File: src/rtl/spi_master_x.sv
// Full-duplex SPI master, CPOL/CPHA per frame; done lands (2*DATA_W+1)*HALF_DIV cycles after cs_n falls.
// A start request is ignored while busy. Define SPI_MASTER_X_LSB_FIRST_EN to add the lsb_first input.
module spi_master_x #(
  parameter int DATA_W   = 8,
  parameter int HALF_DIV = 2,
  parameter int CS_GAP   = 2
) (
  input  logic              clk,
  input  logic              reset,
  input  logic              start,
  input  logic [DATA_W-1:0] tx_data,
  input  logic              cpol,
  input  logic              cpha,
`ifdef SPI_MASTER_X_LSB_FIRST_EN
  input  logic              lsb_first,
`endif
  output logic              busy,
  output logic              done,
  output logic [DATA_W-1:0] rx_data,
  output logic              sclk,
  output logic              cs_n,
  output logic              mosi,
  input  logic              miso
);

  typedef enum logic [2:0] {S_IDLE, S_LEAD, S_XFER, S_TRAIL, S_GAP} state_e;

  localparam int EDGES   = 2 * DATA_W;
  localparam int EDGE_W  = $clog2(EDGES);
  localparam int CNT_MAX = (HALF_DIV > CS_GAP) ? HALF_DIV : CS_GAP;
  localparam int CNT_W   = (CNT_MAX > 1) ? $clog2(CNT_MAX) : 1;
  localparam logic [CNT_W-1:0]  DIV_LAST  = CNT_W'(HALF_DIV - 1);
  localparam logic [CNT_W-1:0]  GAP_LAST  = CNT_W'(CS_GAP - 1);
  localparam logic [EDGE_W-1:0] EDGE_LAST = EDGE_W'(EDGES - 1);

  state_e              state_q, state_d;
  logic [CNT_W-1:0]    cnt_q, cnt_d;
  logic [EDGE_W-1:0]   edge_q, edge_d;
  logic                cpha_q, cpha_d;
  logic [DATA_W-1:0]   tx_sh_q, tx_sh_d;
  logic [DATA_W-1:0]   rx_sh_q, rx_sh_d;
  logic [DATA_W-1:0]   rx_data_q, rx_data_d;
  logic                sclk_q, sclk_d;
  logic                cs_n_q, cs_n_d;
  logic                mosi_q, mosi_d;
  logic                done_q, done_d;
  logic                tick, gap_end, lsb_sel, lsb_start;
  logic [DATA_W-1:0]   start_word;

  function automatic logic [DATA_W-1:0] bit_rev(input logic [DATA_W-1:0] v);
    for (int i = 0; i < DATA_W; i++) bit_rev[i] = v[DATA_W-1-i];
  endfunction

`ifdef SPI_MASTER_X_LSB_FIRST_EN
  logic lsb_q, lsb_d;
  assign lsb_sel   = lsb_q;
  assign lsb_start = lsb_first;

  always_comb begin
    lsb_d = lsb_q;
    if (state_q == S_IDLE && start) lsb_d = lsb_first;
  end

  always_ff @(posedge clk) begin
    if (reset) lsb_q <= 1'b0;
    else       lsb_q <= lsb_d;
  end
`else
  assign lsb_sel   = 1'b0;
  assign lsb_start = 1'b0;
`endif

  // Shifting always happens from the MSB end; LSB-first frames are reversed at the edges.
  assign start_word = lsb_start ? bit_rev(tx_data) : tx_data;
  assign tick       = (cnt_q == DIV_LAST);
  assign gap_end    = (cnt_q == GAP_LAST);

  always_ff @(posedge clk) begin
    if (reset) state_q <= S_IDLE;
    else       state_q <= state_d;
  end

  always_comb begin
    state_d = state_q;
    case (state_q)
      S_IDLE:  if (start) state_d = S_LEAD;
      S_LEAD:  if (tick) state_d = S_XFER;
      S_XFER:  if (tick && edge_q == EDGE_LAST) state_d = S_TRAIL;
      S_TRAIL: if (tick) state_d = S_GAP;
      S_GAP:   if (gap_end) state_d = S_IDLE;
      default: state_d = S_IDLE;
    endcase
  end

  always_comb begin
    edge_d    = edge_q;
    cpha_d    = cpha_q;
    tx_sh_d   = tx_sh_q;
    rx_sh_d   = rx_sh_q;
    rx_data_d = rx_data_q;
    sclk_d    = sclk_q;
    cs_n_d    = cs_n_q;
    mosi_d    = mosi_q;
    done_d    = 1'b0;
    if (state_q == S_IDLE || state_d != state_q || (state_q == S_XFER && tick))
      cnt_d = '0;
    else
      cnt_d = cnt_q + CNT_W'(1);

    case (state_q)
      S_IDLE: begin
        cs_n_d = 1'b1;
        mosi_d = 1'b0;
        sclk_d = cpol;
        if (start) begin
          cpha_d  = cpha;
          cs_n_d  = 1'b0;
          edge_d  = '0;
          rx_sh_d = '0;
          // CPHA=0 presents the first bit as cs_n falls; CPHA=1 waits for edge 0.
          if (cpha) begin
            tx_sh_d = start_word;
            mosi_d  = 1'b0;
          end else begin
            tx_sh_d = {start_word[DATA_W-2:0], 1'b0};
            mosi_d  = start_word[DATA_W-1];
          end
        end
      end
      S_LEAD, S_XFER: begin
        if (tick) begin
          sclk_d = ~sclk_q;
          if (edge_q != EDGE_LAST) edge_d = edge_q + EDGE_W'(1);
          if (edge_q[0] == cpha_q) begin
            rx_sh_d = {rx_sh_q[DATA_W-2:0], miso};
          end else if (edge_q != EDGE_LAST) begin
            mosi_d  = tx_sh_q[DATA_W-1];
            tx_sh_d = {tx_sh_q[DATA_W-2:0], 1'b0};
          end
        end
      end
      S_TRAIL: begin
        if (tick) begin
          cs_n_d    = 1'b1;
          mosi_d    = 1'b0;
          done_d    = 1'b1;
          rx_data_d = lsb_sel ? bit_rev(rx_sh_q) : rx_sh_q;
        end
      end
      default: ;
    endcase
  end

  always_ff @(posedge clk) begin
    if (reset) begin
      cnt_q     <= '0;
      edge_q    <= '0;
      cpha_q    <= 1'b0;
      tx_sh_q   <= '0;
      rx_sh_q   <= '0;
      rx_data_q <= '0;
      sclk_q    <= 1'b0;
      cs_n_q    <= 1'b1;
      mosi_q    <= 1'b0;
      done_q    <= 1'b0;
    end else begin
      cnt_q     <= cnt_d;
      edge_q    <= edge_d;
      cpha_q    <= cpha_d;
      tx_sh_q   <= tx_sh_d;
      rx_sh_q   <= rx_sh_d;
      rx_data_q <= rx_data_d;
      sclk_q    <= sclk_d;
      cs_n_q    <= cs_n_d;
      mosi_q    <= mosi_d;
      done_q    <= done_d;
    end
  end

  assign busy    = (state_q != S_IDLE);
  assign done    = done_q;
  assign rx_data = rx_data_q;
  assign sclk    = sclk_q;
  assign cs_n    = cs_n_q;
  assign mosi    = mosi_q;

endmodule

File: config.mk
export PLATFORM = sky130hd
export DESIGN_NAME = spi_master_x
export DESIGN_NICKNAME = d
export VERILOG_FILES = /design/src/rtl/spi_master_x.sv
export SDC_FILE = /design/constraint.sdc
export NUM_CORES = 1
export LEC_CHECK = 0
export BUFFER_PORTS_ARGS = -buffer_cell sky130_fd_sc_hd__buf_2
export CORE_ASPECT_RATIO = 0.5
export CORE_MARGIN = 10
export CORE_UTILIZATION = 35
export CTS_CLUSTER_SIZE = 30
export DETAILED_ROUTE_END_ITERATION = 10
export MAX_ROUTING_LAYER = met4
export PLACE_DENSITY = 0.6
export SLEW_MARGIN = 20
export SYNTH_ARGS = -nofsm -noshare
export SYNTH_HDL_FRONTEND = slang
export SYNTH_SLANG_ARGS = --single-unit
File: constraint.sdc
create_clock -name clk -period 3.95 [get_ports clk]
set_input_delay 0.395 -clock clk [delete_from_list [all_inputs] [get_ports clk]]
set_output_delay 0.395 -clock clk [all_outputs]
set_load 0.005 [all_outputs]
# Word-level counts from Yosys, hierarchy flattened

Cells that the tools add are included.

Word-level logic and storage cells: 82
Bits of input ports: 14
Output and inout bits: 13
Register bits after elaboration: 37

Equal/unequal tests: 14
Bitwise logic cells: 2
$add $sub $neg: 2
Multiplexer cells: 33
Reduce and logical (&&, ||, !) cells: 20

Operators with widths:

| operator            | count |
|---|---|
| $mux 8              | 8 |
| $pmux 8 s2          | 2 |
| $mux 3              | 5 |
| $pmux 3 s5          | 1 |
| $mux 4              | 3 |
| $ne 2x2->1 const B  | 6 |
| $mux 1              | 10 |
| $reduce_and 5->1    | 2 |
| $pmux 4 s2          | 1 |
| $reduce_and 2->1    | 4 |
| $reduce_and 4->1    | 2 |
| $eq 3x2->1 const B  | 2 |
| $reduce_bool 3->1   | 2 |
| $reduce_or 2->1     | 3 |
| $add 4x1->4 const B | 1 |
| $eq 4x4->1 const B  | 1 |
| $ne 4x4->1 const B  | 1 |
| $pmux 1 s2          | 2 |
| $reduce_bool 2->1   | 2 |
| $eq 3x1->1 const B  | 1 |
| $eq 3x3->1 const B  | 1 |
| $logic_not 3->1     | 1 |
| $ne 3x3->1          | 1 |
| $pmux 1 s3          | 1 |
| 5 further kinds     | 8 |

# Depth between registers and ports, before layout

Word-level depth: 8
Gate-level depth with buffers: 7
Gate-level depth less buffers: 5

# Least setup slack after synthesis

No wires, ideal clock.

Path kind: register to register
From: reg cnt_q
To: reg rx_sh_q[0]
Slack: 2.374 ns
Cell stages (with the launch flop): 6
Library setup time: 0.072 ns
Path buffers: 1
Required time: 3.878 ns
Period minus slack after synthesis: 1.576 ns
Data arrival time: 1.504 ns
Path through: dfxtp_1 buf_6 inv_4 or4b_4 o211ai_4 mux2i_1

Word-level cells in the longest chain between the ends: 2

RTL lines:

| item                              | RTL line | RTL |
|---|---|---|
| from (decl)                       | 37       | `logic [CNT_W-1:0] cnt_q, cnt_d;` |
| from (signal assigned)            | 167      | `cnt_q <= cnt_d;` |
| $ne 2x2->1 (no source line)       | n/a      |  |
| $reduce_and 4->1 (no source line) | n/a      |  |
| to (signal assigned)              | 171      | `rx_sh_q <= rx_sh_d;` |
| to (decl)                         | 41       | `logic [DATA_W-1:0] rx_sh_q, rx_sh_d;` |

Every way passes these cells.
A chain may end at the register's enable or synchronous reset.

# Worst setup path after layout

From: reg state_q[1]
To: reg mosi_q, in the netlist mosi

Word-level cells in the longest chain between the ends: 4
Elaborated cells between the ends (all ways): 12
Those cells by class: eq/ne: 7; mux: 1; reduce/logical: 4

RTL lines:

| item                                                             | RTL line | RTL |
|---|---|---|
| from (decl)                                                      | 36       | `state_e state_q, state_d;` |
| from (signal assigned)                                           | 80       | `else state_q <= state_d;` |
| $eq 3x2->1 or $eq 3x1->1 (tied branches)                         | 110      | `case (state_q)` |
| $reduce_or 2->1                                                  | 110      |  |
| $ne 2x2->1 (no source line) or $reduce_bool 3->1 (tied branches) | n/a      |  |
| $reduce_and 5->1 (no source line)                                | n/a      |  |
| to (signal assigned)                                             | 175      | `mosi_q <= mosi_d;` |
| to (decl)                                                        | 45       | `logic mosi_q, mosi_d;` |

Several ways; a longest one is shown, not always the timed one.

==> summary.md <==
| Metric | Value |
|---|---|
| MaxCap Viol Count | 0 |
| First-pass DRT Iterations | 4 |
| Switch share | 27.7% |
| Hold slack final | 0.356 ns |
| Final hold vios | 0 |
| CP Launch Point | state_q[1] |
| Maximum number of pins on one net before global-route repair | 37 |
| Antenna violations before repair | 0 |
| RR Startpoint | state_q[1] |
| Setup Crit Path Kind | flop to flop |
| Netlist cell types | 44 |
| Antenna fix cells | 0 |
| DP HPWL | 2920 µm |
| Syn nets | roughly 230 |
| Top cells by area, synth | dfxtp_1 41%, nand2_1 6.8%, a21oi_1 6.6%, mux2i_1 5.0%, mux2_2 4.3% |
| Core area | 4980 µm² |
| Fill count | 496 |
| Asr flop ratio synth | 0% |
| Total number of vias | 1578 |
| Slew @ Worst Pin | about 0.79 ns |
| Post-synth EDFFs | 0 |
| Hold Path Class | primary input to flop |
| Reg2Reg Depth | 4 |
| Vias in the first global route | 1580 |
| DRT Wirelength | approximately 4300 µm |
| CTS root buf | clkbuf_8 |
| Area Overhead vs Synth | 12.3% |
| Post-Syn Area per Cell | 8.60 µm² |
| Critical path peak fanout | 15 |
| Flip-flop and latch area | 741 µm² |
| Die Width | 122 µm |
| Predominant post-synthesis flop cell | dfxtp_1 |
| Most common cell in the synthesized netlist | dfxtp_1 |
| Most frequent cells after synthesis | 37 x dfxtp_1, 33 x nand2_1, 24 x a21oi_1 |
| Die area | a little under 9000 µm² |
| Fraction of layout cells with a size suffix above 1 | 20.5% |
| TritonCTS Buffers | 5 |
| Die Y-Extent | 70.9 µm |
| Tcrit/Tclk final | 51.6% |
| Worst EP arrival | 2.24 ns |
| Comb pwr share | between 10 and 15% |
| Rel. slew slack | 47.0% |
| Nets | 243 |
| Routed len/inst | 14.2 µm |
| Worst R2R End | mosi |
| GRT Util Overall | 10.4% |
| Type of origin of the critical path | flop |
| Reg clk slew, reported paths | 0.07 ns |
| GRT overflow | 0 |
| Postcts setup bufs | 0 |
| Port buffer count | 26 |
| Design internal power | 0.000557 W |
| Top Ports | 27 |
| Flop pwr share | 52.2% |
| CTS Sinks | 37 |
| Mapped Cells | ~210 |
| PD cells | 378 nW/µm² |
| Post-layout minimum cycle time | 2.04 ns |
| Crit path to | mosi |
| 1st-iter DRT viols | 58 |
| Reg2reg setup slack | about 1.9 ns |
| Status | completed |
| Seq/Total Area, Yosys | 40.8% |
| FF+latch count, synth | 37 |
| Setup TNS | 0 ns |
| H-tree levels | 2 |
| Worst-Skew Late Latency | 0.29 ns |
| Slew Viols, Final | 0 |
| CP required | ~4.2 ns |
| Yosys top cell by area | dfxtp_1 |
| VDD IR max | 130 µV |
| Clock power share | about a third |
| Post-route DRC | 0 |
| RSZ-0062 raised after global routing | no |
| Initial Utilization | between 30% and 40% |
| Multi-input gate area | slightly below 1000 µm² |
| CTS tree | yes |
| Placer Congestion | 0.855 |
| Antenna-violating nets left | 0 |
| Setup violations, final | 0 |
| Mapped cell area | around 1800 µm² |
| Fmax | 490 MHz |
| Clock buffer depth | 2 |
| DP Area | 1960 µm² |
| Synthesis warning total | 0 |
| Element type at the critical path end | flop |
| Max Clock Skew | 0.00414 ns |
| Vias per cell | 5.28 |
| Switching pwr | 0.000213 W |
| Global-route wire length before repair | 7220 µm |
| Post-CTS sizing | 0 |
| Post-synth top area share | 40.8% |
| Row count | 18 |
| Final Instance Area | a little over 2000 µm² |
| LEAKAGE | 0.765 nW |
| Hold-fix buffers, CTS | 0 |
[placed cells by master, fill, tap and decap left out, types with 4 or more instances in the layout]
cell,synthesis,layout
nand2_1,33,33
o221ai_1,7,7
o21ai_0,4,4
mux2_2,7,7
nor3_1,6,6
a21oi_1,24,24
clkbuf_8,0,5
or3_1,8,8
nor2_1,9,9
nand3_1,11,11
buf_2,5,26
dfxtp_1,37,37
mux2i_1,9,9
nand2b_1,6,6
[critical path, cell delays in order (launching register included)]
cell and delay [ns]:
dfxtp_1 0.63, xnor2_1 0.33, nor2_1 0.62, a21oi_1 0.15
o31ai_1 0.21
[kinds of logic after synthesis]
logic type,after synthesis,share of synthesized area (%)
buf+inv,20,5.44
fa+ha+maj,1,0.689
xor+xnor,4,2.34
mux,16,9.30
compound gates,45,15.9
flops,37,40.8
simple gates,88,25.5
[power groups by stage]
stage               combinational (W)  sequential [W]  clock, W
detailed placement           0.000110        0.000410         0
global route                 0.000123        0.000404  0.000280
floorplan                   0.0000924        0.000402         0
global placement             0.000109        0.000410         0
CTS                          0.000110        0.000401  0.000268
finish                       0.000110        0.000402  0.000258
[stage by stage]
step	setup WS (ns)	util, %	total power (W)	cells
global route	1.69	41.0	0.000806	299
detailed placement	1.92	39.3	0.000520	291
global placement	2.00	39.3	0.000519	291
finish	1.91	41.0	0.000770	299
floorplan	2.37	-	0.000494	211
CTS	1.91	41.0	0.000780	299
[registers in the layout, indices dropped and copies added (netlist names)]
name / cells
rx_data: 8
mosi: 1
cnt_q: 1
cs_n: 1
rx_sh_q: 8
sclk: 1
cpha_q: 1
tx_sh_q: 8
done: 1
edge_q: 4
state_q: 3
[layer usage]
layer	routed length, µm	global-route usage, %
met1	1960	11.6
met2	2040	16.4
met3	165	2.69
met4	87	6.57
met5	0	-
[final cells by class]
cell class	count	share of cell area, %
Multi-Input combinational cell	154	47.9
Sequential cell	37	36.3
Timing Repair Buffer	27	6.75
Tap cell	70	4.30
Clock buffer	6	3.56
Inverter	3	0.675
Clock inverter	2	0.491
[worst min path at each step]
stage	startpoint	endpoint	slack [ns]	depth (start not counted)
after global placement	rx_data[3]	rx_data[3]	0.44	2
after CTS	miso	rx_sh_q[0]	0.34	3
final	miso	rx_sh_q[0]	0.36	3
after detailed placement	rx_data[3]	rx_data[3]	0.45	2
after global routing	miso	rx_sh_q[0]	0.37	3
after floorplan	rx_sh_q[7]	rx_data[7]	0.43	2
(Power assumes the default switching activity.)
